**config.mk**
```make
export PLATFORM = sky130hd
export DESIGN_NAME = btn_enc164
export DESIGN_NICKNAME = d
export VERILOG_FILES = /design/src/rtl/btn_enc_pkg.sv /design/src/rtl/pri_enc164.sv /design/src/rtl/btn_enc164.sv
export SDC_FILE = /design/constraint.sdc
export NUM_CORES = 1
export LEC_CHECK = 0
export BUFFER_PORTS_ARGS = -buffer_cell sky130_fd_sc_hd__buf_4
export CORE_MARGIN = 8
export CORE_UTILIZATION = 60
export CTS_BUF_LIST = sky130_fd_sc_hd__clkbuf_4
export CTS_CLUSTER_SIZE = 10
export DETAILED_ROUTE_END_ITERATION = 12
export GPL_ROUTABILITY_DRIVEN = 0
export HOLD_SLACK_MARGIN = 0.05
export PLACE_DENSITY = 0.81
export SLEW_MARGIN = 20
export SYNTH_ARGS = -nofsm -noshare
export SYNTH_HDL_FRONTEND = slang
export SYNTH_SLANG_ARGS = --single-unit
```
**constraint.sdc**
```tcl
create_clock -name clk -period 1.95 [get_ports clk]
set_clock_uncertainty 0.05 [all_clocks]
set_input_delay 0.195 -clock clk [delete_from_list [all_inputs] [get_ports clk]]
set_output_delay 0.195 -clock clk [all_outputs]
set_load 0.05 [all_outputs]
```
**src/rtl/btn_enc_pkg.sv**
```systemverilog
// Shared sizes and FSM state encoding for the front-panel selection encoder.
package btn_enc_pkg;
  localparam int NUM_BTN = 16;
  localparam int CODE_W  = 4;

  typedef enum logic [1:0] {IDLE, DEBOUNCE, SEND, WAIT_REL} state_t;
endpackage

```
**src/rtl/pri_enc164.sv**
```systemverilog
// 16-to-4 priority encoder, highest set index wins; purely combinational.
// Also flags any-set and more-than-one-set for the caller.
module pri_enc164
  import btn_enc_pkg::*;
(
  input  logic [NUM_BTN-1:0] in,
  output logic [CODE_W-1:0]  code,
  output logic               any,
  output logic               multi
);

  always_comb begin
    code = '0;
    for (int i = 0; i < NUM_BTN; i++) begin
      if (in[i]) code = CODE_W'(i);
    end
  end

  assign any = |in;
  // Clearing the lowest set bit leaves something only if two or more were set.
  assign multi = (in & (in - NUM_BTN'(1))) != '0;

endmodule

```
**src/rtl/btn_enc164.sv**
```systemverilog
// Button synchronizer, debouncer and valid/ready code reporter; valid rises DEBOUNCE_CYCLES+2 edges after a press,
// holds until accepted, re-arms after a debounced release. Optional BTN_ENC_MULTI_ERR_EN rejects multi-button presses.
module btn_enc164
  import btn_enc_pkg::*;
#(
  parameter  int DEBOUNCE_CYCLES = 4,
  localparam int CNT_W           = $clog2(DEBOUNCE_CYCLES + 1)
) (
  input  logic               clk,
  input  logic               reset,
  input  logic [NUM_BTN-1:0] btn,
  output logic [CODE_W-1:0]  code,
  output logic               valid,
  input  logic               ready,
`ifdef BTN_ENC_MULTI_ERR_EN
  output logic               multi_err,
`endif
  output logic               busy
);

  localparam logic [CNT_W-1:0] CNT_LAST = CNT_W'(DEBOUNCE_CYCLES - 1);

  logic [NUM_BTN-1:0] s1, btn_s, cand, cand_n;
  logic [CNT_W-1:0]   cnt, cnt_n;
  logic [CODE_W-1:0]  code_n, enc_code;
  logic               valid_n, merr_n;
  logic               cand_any_unused;
  state_t             state, state_n;

`ifdef BTN_ENC_MULTI_ERR_EN
  logic enc_multi;
`else
  logic enc_multi_unused;
`endif

  pri_enc164 u_enc (
    .in    (cand),
    .code  (enc_code),
    .any   (cand_any_unused),
`ifdef BTN_ENC_MULTI_ERR_EN
    .multi (enc_multi)
`else
    .multi (enc_multi_unused)
`endif
  );

  always_ff @(posedge clk) begin
    if (reset) begin
      s1    <= '0;
      btn_s <= '0;
      state <= IDLE;
      cnt   <= '0;
      cand  <= '0;
      code  <= '0;
      valid <= 1'b0;
`ifdef BTN_ENC_MULTI_ERR_EN
      multi_err <= 1'b0;
`endif
    end else begin
      s1    <= btn;
      btn_s <= s1;
      state <= state_n;
      cnt   <= cnt_n;
      cand  <= cand_n;
      code  <= code_n;
      valid <= valid_n;
`ifdef BTN_ENC_MULTI_ERR_EN
      multi_err <= merr_n;
`endif
    end
  end

  always_comb begin
    state_n = state;
    cnt_n   = cnt;
    cand_n  = cand;
    code_n  = code;
    valid_n = valid;
    merr_n  = 1'b0;
    case (state)
      IDLE: begin
        if (btn_s != '0) begin
          cand_n  = btn_s;
          cnt_n   = '0;
          state_n = DEBOUNCE;
        end
      end
      DEBOUNCE: begin
        if (btn_s == '0) begin
          state_n = IDLE;
        end else if (btn_s != cand) begin
          cand_n = btn_s;
          cnt_n  = '0;
        end else if (cnt == CNT_LAST) begin
`ifdef BTN_ENC_MULTI_ERR_EN
          if (enc_multi) begin
            merr_n  = 1'b1;
            cnt_n   = '0;
            state_n = WAIT_REL;
          end else begin
            code_n  = enc_code;
            valid_n = 1'b1;
            state_n = SEND;
          end
`else
          code_n  = enc_code;
          valid_n = 1'b1;
          state_n = SEND;
`endif
        end else begin
          cnt_n = cnt + CNT_W'(1);
        end
      end
      SEND: begin
        // Buttons are ignored here; only the handshake moves us on.
        if (ready) begin
          valid_n = 1'b0;
          cnt_n   = '0;
          state_n = WAIT_REL;
        end
      end
      WAIT_REL: begin
        if (btn_s != '0) begin
          cnt_n = '0;
        end else if (cnt == CNT_LAST) begin
          state_n = IDLE;
        end else begin
          cnt_n = cnt + CNT_W'(1);
        end
      end
      default: state_n = IDLE;
    endcase
  end

  assign busy = (state != IDLE);

endmodule

```
### Word-level counts from Yosys, hierarchy flattened

Cells that the tools add are included.

* flip-flop bits (word level): 58
* bits in latches: 0
* bits in writable memories: 0
* bits in read-only memories: 0
* input bits: 19
* output and inout port bits: 6
* word-level logic and storage cells: 75
* memories kept: 0

* add/subtract/negate cells: 1
* multiply operators: 0
* div/mod/pow operators: 0
* $lt $le $gt $ge: 0
* eq/ne operators: 15
* shift operators: 0
* multiplexer cells: 39
* bitwise operators: 2
* reductions and logical operators: 11

Operator list (number)
* $mux W16: 3
* $mux W4: 8
* $pmux W16 S2: 1
* $mux W3: 10
* $mux W2: 9
* $logic_not A16 Y1: 1
* $ne A16 B16 Y1: 1
* $ne A2 B2 Y1 const B: 8
* $reduce_bool A16 Y1: 1
* $pmux W3 S4: 1
* $pmux W2 S4: 1
* $reduce_and A4 Y1: 2
* $ne A3 B3 Y1 const B: 2
* $reduce_and A6 Y1: 1
* $reduce_bool A2 Y1: 3
* $mux W1: 5
* $reduce_and A5 Y1: 1
* $eq A2 B2 Y1 const B: 2
* $add A3 B1 Y3 const B: 1
* $eq A3 B2 Y1 const B: 1
* $reduce_and A3 Y1: 1
* $eq A2 B1 Y1 const B: 1
* $logic_not A2 Y1: 1
* $not A1 Y1: 2
* $pmux W1 S2: 1

### Logic depth before layout (Yosys ltp)

Gate-level depths: netlist of the first run.

* depth after elaboration: 15
* gate-level depth with buffers: 7
* depth with buffers taken out: 5

### Hierarchy

Synthesis of the first run repeated with hierarchy kept, for this count alone.

* cell total of the unflattened synthesis: 293
* area, all modules: 2693.8 um^2

Modules (own cells, without submodules)
* btn_enc164: times used 1, cells an instance 249, area each 2382.3 um^2, sequential area each 1161.1 um^2
* pri_enc164: times used 1, cells an instance 44, area each 311.5 um^2, sequential area each 0.0 um^2

### Worst setup path before layout of the first run

OpenSTA, ideal clock, no wires.

* path kind: register to register
* start: register cand[2]
* end: register cnt[2]
* library setup time: 0.079 ns
* data arrival time: 1.599 ns
* required time: 1.821 ns
* setup slack: 0.221 ns
* cell stages (with the launch flop): 7
* buffers on the path: 1
* clock period less this slack: 1.729 ns
* cells stage by stage: dfxtp_1 -> xor2_1 -> nor4_2 -> nand3_1 -> buf_2 -> o32a_1 -> a211oi_2

* word-level cells in the longest chain between the ends: 4

Ends and longest elaborated chain
* start, declared: RTL line btn_enc164.sv:23 `logic [NUM_BTN-1:0] s1, btn_s, cand, cand_n;`
* start signal, assigned: RTL line btn_enc164.sv:64 `cand <= cand_n;`
* $ne A16 B16 Y1: RTL line btn_enc164.sv:91 `end else if (btn_s != cand) begin`
* $mux W3: RTL line btn_enc164.sv:91
* $mux W3: RTL line btn_enc164.sv:89 `if (btn_s == '0) begin`
* $pmux W3 S4: RTL line btn_enc164.sv:80 `case (state)`
* end signal, assigned: RTL line btn_enc164.sv:63 `cnt <= cnt_n;`
* end, declared: RTL line btn_enc164.sv:24 `logic [CNT_W-1:0] cnt, cnt_n;`

No other way between the ends. The select of a mux whose other input is x is not followed.
A chain may end at the register's enable or synchronous reset.

### Final worst setup path of the first run

* start: register cand[2]
* end: register cand[2]

* word-level cells in the longest chain between the ends: 3

Ends and longest elaborated chain (RTL line)
* $ne A16 B16 Y1: btn_enc164.sv:91
* $ne A2 B2 Y1 (no source line)
* $reduce_and A4 Y1 (no source line)

No other way between the ends.

==> results of run 1 <==
==> cell type report <==
class / count / area (um2)
well taps: 50 / 62.6
fillers: 214 / 611
clock inverters: 7 / 83.8
repair buffers: 77 / 636
clock buffers: 9 / 67.6
inverters: 7 / 26.3
multi-input cells: 179 / 1320
flip-flops and latches: 58 / 1170
==> metrics by stage <==
stage	cells	hold slack (ns)	TNS, ns
2_1_floorplan	263	0.273	0
3_3_place_gp	347	0.354	0
3_5_place_dp	347	0.360	0
4_1_cts	380	0.143	0
5_1_grt	387	0.161	-3.09
6_report	387	0.173	-1.54
==> layer usage <==
| metal | wire length (um) | GRT usage [%] | vias to the layer above |
|---|---|---|---|
| li1 | - | - | 1098 |
| met1 | 2760 | 24.7 | 1092 |
| met2 | 3590 | 35.4 | 102 |
| met3 | 491 | 4.58 | 25 |
| met4 | 280 | 12.0 | 0 |
| met5 | 0 | 0 | - |
==> where the power goes <==
| part | switching (mW) | internal, mW |
|---|---|---|
| Combinational | 0.239 | 0.208 |
| Clock | 0.435 | 0.505 |
| Sequential | 0.0342 | 1.23 |
==> final timing paths <==
path	start	endpoint	slack, ns	depth (start not counted)
worst max-delay path	cand[2]	cand[2]	-0.16	7
worst min-delay path	reset	btn_s[14]	0.17	2
worst max register to register	cand[2]	cand[2]	-0.16	7
worst min register to register	s1[14]	btn_s[14]	0.40	1
==> cell families (layout without fill, tap and decap cells) <==
group	after synthesis	after routing
simple gates	99	99
compound gates	61	61
flops	58	58
buf+inv	26	100
xor+xnor	17	17
fa+ha+maj	1	1
mux	1	1
==> flip-flops by register name, indices dropped and copies added (netlist names), named ones only <==
signal and cells:
state 1, s1 16, cnt 3, cand 16, btn_s 16, code 4
valid 1
==> layout by cell type (no fill, tap or decap), drive strengths merged, types with 2 or more instances in the layout <==
master and n:
inv 7, nand3 3, dlygate4sd3 17, dfxtp 58, nor2 9, buf 60, nor4 8, nor3 3
xor2 16, clkinv 4, o31ai 4, o41ai 2, o211ai 16, o2111ai 16, and3 2, nor2b 34
nand2 19, o21bai 2, o21ai 2, o311ai 4, bufinv 2, a21oi 6, clkbuf 9, or3 17
==> what timing repair did <==
action / CTS / global route
setup endpoints to repair: 16 / 25
buffers inserted: 0 / 7
pin swaps: 2 / 4
endpoints found under the hold margin: 17 / 0
resized for setup: 3 / 25
hold buffers: 17 / 0
==> critical path: stages (launching register included) <==
cell and delay (ns):
dfxtp_2 0.37, xor2_2 0.19, nor4_4 0.39, nand3_4 0.17, buf_8 0.17, buf_4 0.16
or3_1 0.38, o211ai_1 0.14
==> impl_metrics.yaml, run 1 <==
drt:
  wirelength_um: 7120
  vias_per_cell: 5.99
  wl_per_cell_um: 18.4
  drc_errors: 0
  via_count: 2317
  drtPass1Iterations: 4
  ant_nets: 0
  drtIter0Drc: 229
yosys:
  syn_area_per_cell_um2: 9.40
  synth_compound_area_share_pct: 19.5
  synth_top_area_cell: "dfxtp_1"
  ys_seq_elements: 58
  synth_top_flop_cell: "dfxtp_1"
  seq_area_frac_synth_pct: 47.0
  synth_adder_area_share_pct: 0.506
  synthXorXnorAreaFrac_pct: 6.02
  synth_enable_flop_cells: 0
  yosysUniqueCellTypes: 40
  async_flop_share_pct: 0
  yosys-top-cells-count: "dfxtp_1 (58), nor2b_1 (34), nand2_1 (19)"
  synth_mux_area_share_pct: 0.405
  synth_area_leaders: "dfxtp_1 (47%), nor2b_1 (8.6%), o2111ai_1 (5.7%)"
  syn_area_um2: 2470
  synth_top_area_share_pct: 47.0
  synth_top_family_by_area: "simple AND/OR/NAND/NOR gates"
  synthesis.nets: 283
  yosys_warnings: 0
  synth_simple_gate_area_share_pct: 22.6
  synth_most_common_cell: "dfxtp_1"
  synth_cells: 263
layout:
  finalInstanceArea_um2: 3360
  n_antenna_cell: 0
  syn2layout_area_growth_pct: 35.9
  nets: 352
  drive_above_1_share_pct: 28.2
  fin_util_pct: 84.6
floorplan:
  io_pins: 25
  die_area_um2: 6430
  die_height_um: 80.2
  start_util_pct: 62.3
  rows: 23
  die_w_um: 80.2
  core_area_um2: 3970
global_routing:
  grt_usage_pct: 21.3
  grt_pass1_vias: 2248
  antenna_found_initial: 0
  grt_max_degree: 40
  grt_pass1_wl_um: 10700
  grt-ovfl-total: 0
run:
  max_cap_violations: 0
power:
  max-vdd-ir-drop_mv: 0.631
  p_leak_nw: 1.34
  total_power_mw: 2.65
  power_density_nw_per_um2: 789
clock_network:
  tritoncts: "yes"
  cts_root_buf: "clkbuf_4"
  clkTransAtPathRegs_ns: 0.10
  cts_made_buffers: 9
  htreeDepth: 3
  cts.sinks: 58
  clock_latency_ns: 0.39
  cts.path.max_buffers: 2
sta:
  maxSlewViolCount: 0
  worst_pin_slew_ns: 0.442
  hold_viol_final: 0
  timing.final.ws_setup_ns: -0.156
  fmax_mhz: 475
  setup_viol: 21
  min_period_ns: 2.11
  slew_headroom_pct: 70.2
  rsz0062_at_grt: "yes"
  finalCritPeriodShare_pct: 108
setup_path:
  crit_path_start_kind: "flop"
  worst_setup_path_end_kind: "flop"
  arrival_ns: 2.36
  critPathKind: "reg -> reg"
  critPathMaxFanout: 8
  required_ns: 2.20
place:
  pre_cts_ws_ns: 0.0181
  hpwl_um: 3970
  post_dp_cell_area_um2: 2870
  port_buffers: 24
min_path:
  hold_path_class: "in -> reg"
run_status:
  status: "finished, violations left"
  violations: "setup timing"
Power figures use the tool's default switching activity.
==> inputs of run 2 (changes only) <==
CORE_UTILIZATION = 39   (was 60)
PLACE_DENSITY = not set   (was 0.81)
==> run 2 against run 1 <==
  * The run now ends clean
  * Cell count rose by 4.7%
  * Die area rose by 42%
  * Final area fell by 2.6%
  * Sequential share of layout area rose by 0.90 points
  * Flip-flop and latch count unchanged
  * Global-route usage fell by 8.3 points
  * Sequential power about the same
  * Non-clock buffer count fell by 9
  * Combinational power decreased by 15%
  * Worst setup slack improved by 0.22 ns
  * Hold slack gained 0.034 ns
==> impl_metrics.yaml, run 2 (synthesized netlist as in run 1, its figures left out) <==
run_status:
  status: "completed"
floorplan:
  die_height_um: 95.6
  start_util_pct: 39.6
  core_area_um2: 6240
  rows: 29
  die_area_um2: 9140
  io_pins: 25
  die_w_um: 95.6
min_path:
  hold_end: "valid"
  whs_path_depth: 3
  min_from: "reset"
  hold_path_class: "in -> reg"
layout:
  final_cell_mix: "dfxtp_1 (55), buf_4 (49), nor2b_1 (34)"
  fillers: 585
  drive_above_1_share_pct: 25.9
  final_common_cell: "dfxtp_1"
  syn2layout_area_growth_pct: 32.3
  finalInstanceArea_um2: 3270
  largestRegisters: "btn_s: 16 flops, cand: 16 flops, s1: 16 flops"
  n_antenna_cell: 0
  fin_util_pct: 52.4
  nets: 343
setup_path:
  critPathMaxFanout: 5
  crit_buf_inv: 1
  crit_path_start_kind: "flop"
  path_delay_family: "simple AND/OR/NAND/NOR gates"
  required_ns: 2.17
  crit_chain: "xor2_1 > nor4_2 > nand3_2 > buf_4 > o311ai_1 > o31ai_2"
  cpPeakStageDelay_ns: 0.34
  r2r_cells: 6
  setup.reg_to_reg.worst_slack_ns: 0.07
  worst_setup_path_end_kind: "flop"
  slowest_stage: "dfxtp_1"
  critPathKind: "reg -> reg"
  r2r_end: "code[2]"
  arrival_ns: 2.10
  r2r-start: "cand[5]"
clock_network:
  clock_latency_ns: 0.39
  cts.path.max_buffers: 2
  cts.sinks: 58
  cts_root_buf: "clkbuf_4"
  htreeDepth: 3
  tritoncts: "yes"
  cts_made_buffers: 9
  clkTransAtPathRegs_ns: 0.11
  postCtsSetupBuffers: 0
drt:
  vias_per_cell: 5.35
  drc_errors: 0
  drtPass1Iterations: 5
  wl_per_cell_um: 13.7
  ant_nets: 0
  drtIter0Drc: 189
  via_count: 2165
  wirelength_um: 5540
global_routing:
  grt-ovfl-total: 0
  grt_pass1_wl_um: 9250
  grt_pass1_vias: 2000
  met3_usage_pct: 4.80
  grt_max_degree: 39
  antenna_found_initial: 0
  met1_usage_pct: 15.7
  grt_usage_pct: 13.0
  use_met2_pct: 20.6
  top_usage_layer: "met2"
sta:
  setup-tns-final_ns: 0
  rsz0062_at_grt: "yes"
  timing.final.ws_setup_ns: 0.0659
  fin_hold_ws_ns: 0.208
  finalCritPeriodShare_pct: 96.6
  setup_viol: 0
  worst_pin_slew_ns: 0.467
  hold_viol_final: 0
  slew_headroom_pct: 68.5
  maxSlewViolCount: 0
  fmax_mhz: 531
  min_period_ns: 1.88
place:
  pre_cts_ws_ns: 0.00608
  post_dp_cell_area_um2: 2890
  hpwl_um: 3720
  port_buffers: 24
power:
  power_density_nw_per_um2: 752
  p_leak_nw: 1.29
  max-vdd-ir-drop_mv: 0.572
run:
  max_cap_violations: 0
==> run 2: cell type report <==
| class | instances | area, um2 | area share [%] |
|---|---|---|---|
| clock buffers | 10 | 75.1 | 2.29 |
| clock inverters | 6 | 57.6 | 1.76 |
| inverters | 7 | 26.3 | 0.803 |
| multi-input cells | 179 | 1280 | 39.2 |
| flip-flops and latches | 58 | 1160 | 35.6 |
| well taps | 77 | 96.3 | 2.94 |
| repair buffers | 68 | 569 | 17.4 |
==> run 2: worst register-to-register path: stages (launching register included) <==
cell and delay, ns:
dfxtp_1 0.34, xor2_1 0.19, nor4_2 0.31, nand3_2 0.20, buf_4 0.21, o311ai_1 0.34
o31ai_2 0.11
==> run 2: worst max path at each step <==
stage / depth (start not counted) / to / start / slack [ns]
6_report: 6 / code[2] / cand[5] / 0.07
5_1_grt: 6 / cand[11] / cand[1] / -0.04
4_1_cts: 6 / cand[2] / cand[2] / 0.03
3_5_place_dp: 6 / cand[7] / cand[1] / 0.006
3_3_place_gp: 6 / cand[3] / btn_s[1] / 0.04
2_1_floorplan: 6 / cnt[2] / cand[2] / 0.22
==> run 2: where the power goes <==
group	internal (mW)	total [mW]	switching, mW
Sequential	1.23	1.26	0.0277
Combinational	0.176	0.377	0.201
Clock	0.394	0.826	0.432
Total	1.80	2.46	0.660
==> run 2: routing by layer <==
| metal | wire [um] | part of all wire, % | up-vias |
|---|---|---|---|
| met5 | 0 | 0 | - |
| met4 | 96 | 1.7 | 0 |
| met3 | 329 | 5.9 | 10 |
| met2 | 2570 | 46 | 62 |
| met1 | 2550 | 46 | 1016 |
| li1 | - | - | 1077 |
==> run 2: timing repair <==
| action | in CTS | in global routing |
|---|---|---|
| resized for setup | 1 | 21 |
| pin swaps | 0 | 4 |
| gates cloned | 0 | 0 |
| setup endpoints to repair | 16 | 22 |
| hold endpoints to repair | 17 | 0 |
| hold buffers | 17 | 0 |
==> run 2: stage by stage <==
step / power, mW / instances
after floorplan: 1.48 / 263
after global placement: 1.60 / 372
after detailed placement: 1.61 / 372
after CTS: 2.46 / 405
after global routing: 2.58 / 405
final: 2.46 / 405
==> inputs of run 3 (changes only) <==
BUFFER_PORTS_ARGS = -buffer_cell sky130_fd_sc_hd__buf_2   (was -buffer_cell sky130_fd_sc_hd__buf_4)
CORE_ASPECT_RATIO = 1.5   (was not set)
==> run 3 against run 2 <==
  * Critical endpoint is now cnt[2]
  * Critical path type unchanged
  * Cell count is 0.74% higher
  * Maximum frequency is 0.58% lower
  * Hold slack lost 0.14 ns
  * Die area grew 0.58%
  * Count of clock-buffer cells in the layout is the same
==> impl_metrics.yaml, run 3 (synthesized netlist as in run 1, its figures left out) <==
run_status:
  status: "completed"
setup_path:
  slowest_stage: "o32a_1"
  critPathKind: "reg -> reg"
  crit_path_start_kind: "flop"
  critPathMaxFanout: 5
  crit_buf_inv: 1
  crit_chain: "xor2_2 > nor4_2 > nand3_2 > buf_6 > o32a_1 > a211oi_2"
  worst_setup_path_end_kind: "flop"
  required_ns: 2.23
  path_delay_family: "simple AND/OR/NAND/NOR gates"
  cpPeakStageDelay_ns: 0.38
  arrival_ns: 2.17
sta:
  hold_viol_final: 0
  timing.final.ws_setup_ns: 0.0549
  fmax_mhz: 528
  worst_pin_slew_ns: 0.473
  rsz0062_at_grt: "yes"
  min_period_ns: 1.90
  setup_viol: 0
  finalCritPeriodShare_pct: 97.2
  slew_headroom_pct: 68.2
  setup-tns-final_ns: 0
  maxSlewViolCount: 0
layout:
  finalNonFillerCells: 408
  final_common_cell: "dfxtp_1"
  largestRegisters: "btn_s: 16 flops, cand: 16 flops, s1: 16 flops"
  syn2layout_area_growth_pct: 31.2
  nets: 348
  drive_above_1_share_pct: 27.6
  final_cell_mix: "dfxtp_1 (51), nor2b_1 (34), buf_4 (26)"
global_routing:
  met1_usage_pct: 15.2
  grt_pass1_vias: 2210
  grt_max_degree: 40
  grt_pass1_wl_um: 10200
  top_usage_layer: "met2"
  met3_usage_pct: 3.62
  grt-ovfl-total: 0
  antenna_found_initial: 1
  grt_usage_pct: 14.1
  use_met2_pct: 24.1
power:
  power_density_nw_per_um2: 730
  p_leak_nw: 1.30
  max-vdd-ir-drop_mv: 0.404
drt:
  drtIter0Drc: 124
  vias_per_cell: 5.32
  via_count: 2171
  wl_per_cell_um: 15.0
  drc_errors: 0
  wirelength_um: 6110
  drtPass1Iterations: 4
  ant_nets: 0
place:
  placed_cells: 371
  port_buffers: 24
  hpwl_um: 4000
  pre_cts_ws_ns: 0.00471
min_path:
  hold_path_class: "in -> reg"
clock_network:
  tritoncts: "yes"
  clkTransAtPathRegs_ns: 0.09
  cts_root_buf: "clkbuf_4"
  cts.path.max_buffers: 2
  htreeDepth: 3
  clock_latency_ns: 0.41
  cts_made_buffers: 9
  cts.sinks: 58
floorplan:
  die_height_um: 114
  start_util_pct: 40.3
  rows: 35
  die_w_um: 81.0
  io_pins: 25
  core_area_um2: 6130
  die_area_um2: 9200
run:
  max_cap_violations: 0
-- run 3: changes by cell type in the layout (fill, tap and decap cells not counted), moves of 2 or more --
| cell | previous run | this run |
|---|---|---|
| xor2_2 | 0 | 2 |
| or3_4 | 4 | 1 |
| or3_1 | 13 | 16 |
| dfxtp_2 | 3 | 7 |
| buf_2 | 0 | 25 |
| buf_6 | 1 | 3 |
| clkinv_2 | 1 | 3 |
| dfxtp_1 | 55 | 51 |
| buf_4 | 49 | 26 |
| xor2_1 | 16 | 14 |
| o311ai_0 | 0 | 2 |
-- run 3: metal layers --
metal / share of wire, % / up-vias
met1: 39 / 1011
met4: 2.6 / 0
met2: 53 / 55
met5: 0 / -
li1: - / 1092
met3: 5.0 / 13
-- run 3: layout make-up --
| type | instances | area [um2] |
|---|---|---|
| fillers | 593 | 2890 |
| clock buffers | 10 | 75.1 |
| clock inverters | 6 | 33.8 |
| flip-flops and latches | 58 | 1170 |
| inverters | 7 | 26.3 |
| well taps | 74 | 92.6 |
| repair buffers | 73 | 579 |
| diodes | 1 | 2.50 |
| multi-input cells | 179 | 1260 |
-- run 3: path summary, 6_finish.rpt --
path,start,end,slack (ns),cells after the start
setup / recovery,btn_s[15],cnt[2],0.05,6
hold / removal,ready,state[0],0.07,3
setup reg to reg,btn_s[15],cnt[2],0.05,6
hold reg to reg,s1[7],btn_s[7],0.38,1
-- run 3: worst min-delay path, delay by kind of cell --
family / cells / cell delay (ns)
AOI/OAI and AO/OA: 2 / 0.19
buffers and inverters: 1 / 0.10
-- run 3: stage by stage --
step	util [%]	hold WS, ns	area [um2]	power, mW
floorplan	-	0.273	2470	1.48
global placement	46.5	0.353	2850	1.61
detailed placement	46.5	0.359	2850	1.61
CTS	51.2	0.0564	3140	2.35
global route	52.9	0.0837	3240	2.49
finish	52.9	0.0719	3240	2.37
-- run 3: power by group --
group / internal [mW] / switching, mW / leakage, nW / total [mW]
sequential: 1.23 / 0.0318 / 0.479 / 1.26
clock: 0.265 / 0.439 / 0.0596 / 0.704
combinational: 0.194 / 0.208 / 0.760 / 0.402
total: 1.69 / 0.679 / 1.30 / 2.37
-- run 3: repair_timing --
action | 4_1_cts | 5_1_grt
endpoints found under the setup margin | 11 | 24
hold endpoints to repair | 16 | 0
hold buffers | 16 | 0
resized for setup | 1 | 21
cloned | 0 | 2
buffers inserted | 2 | 0
pin swaps | 1 | 11
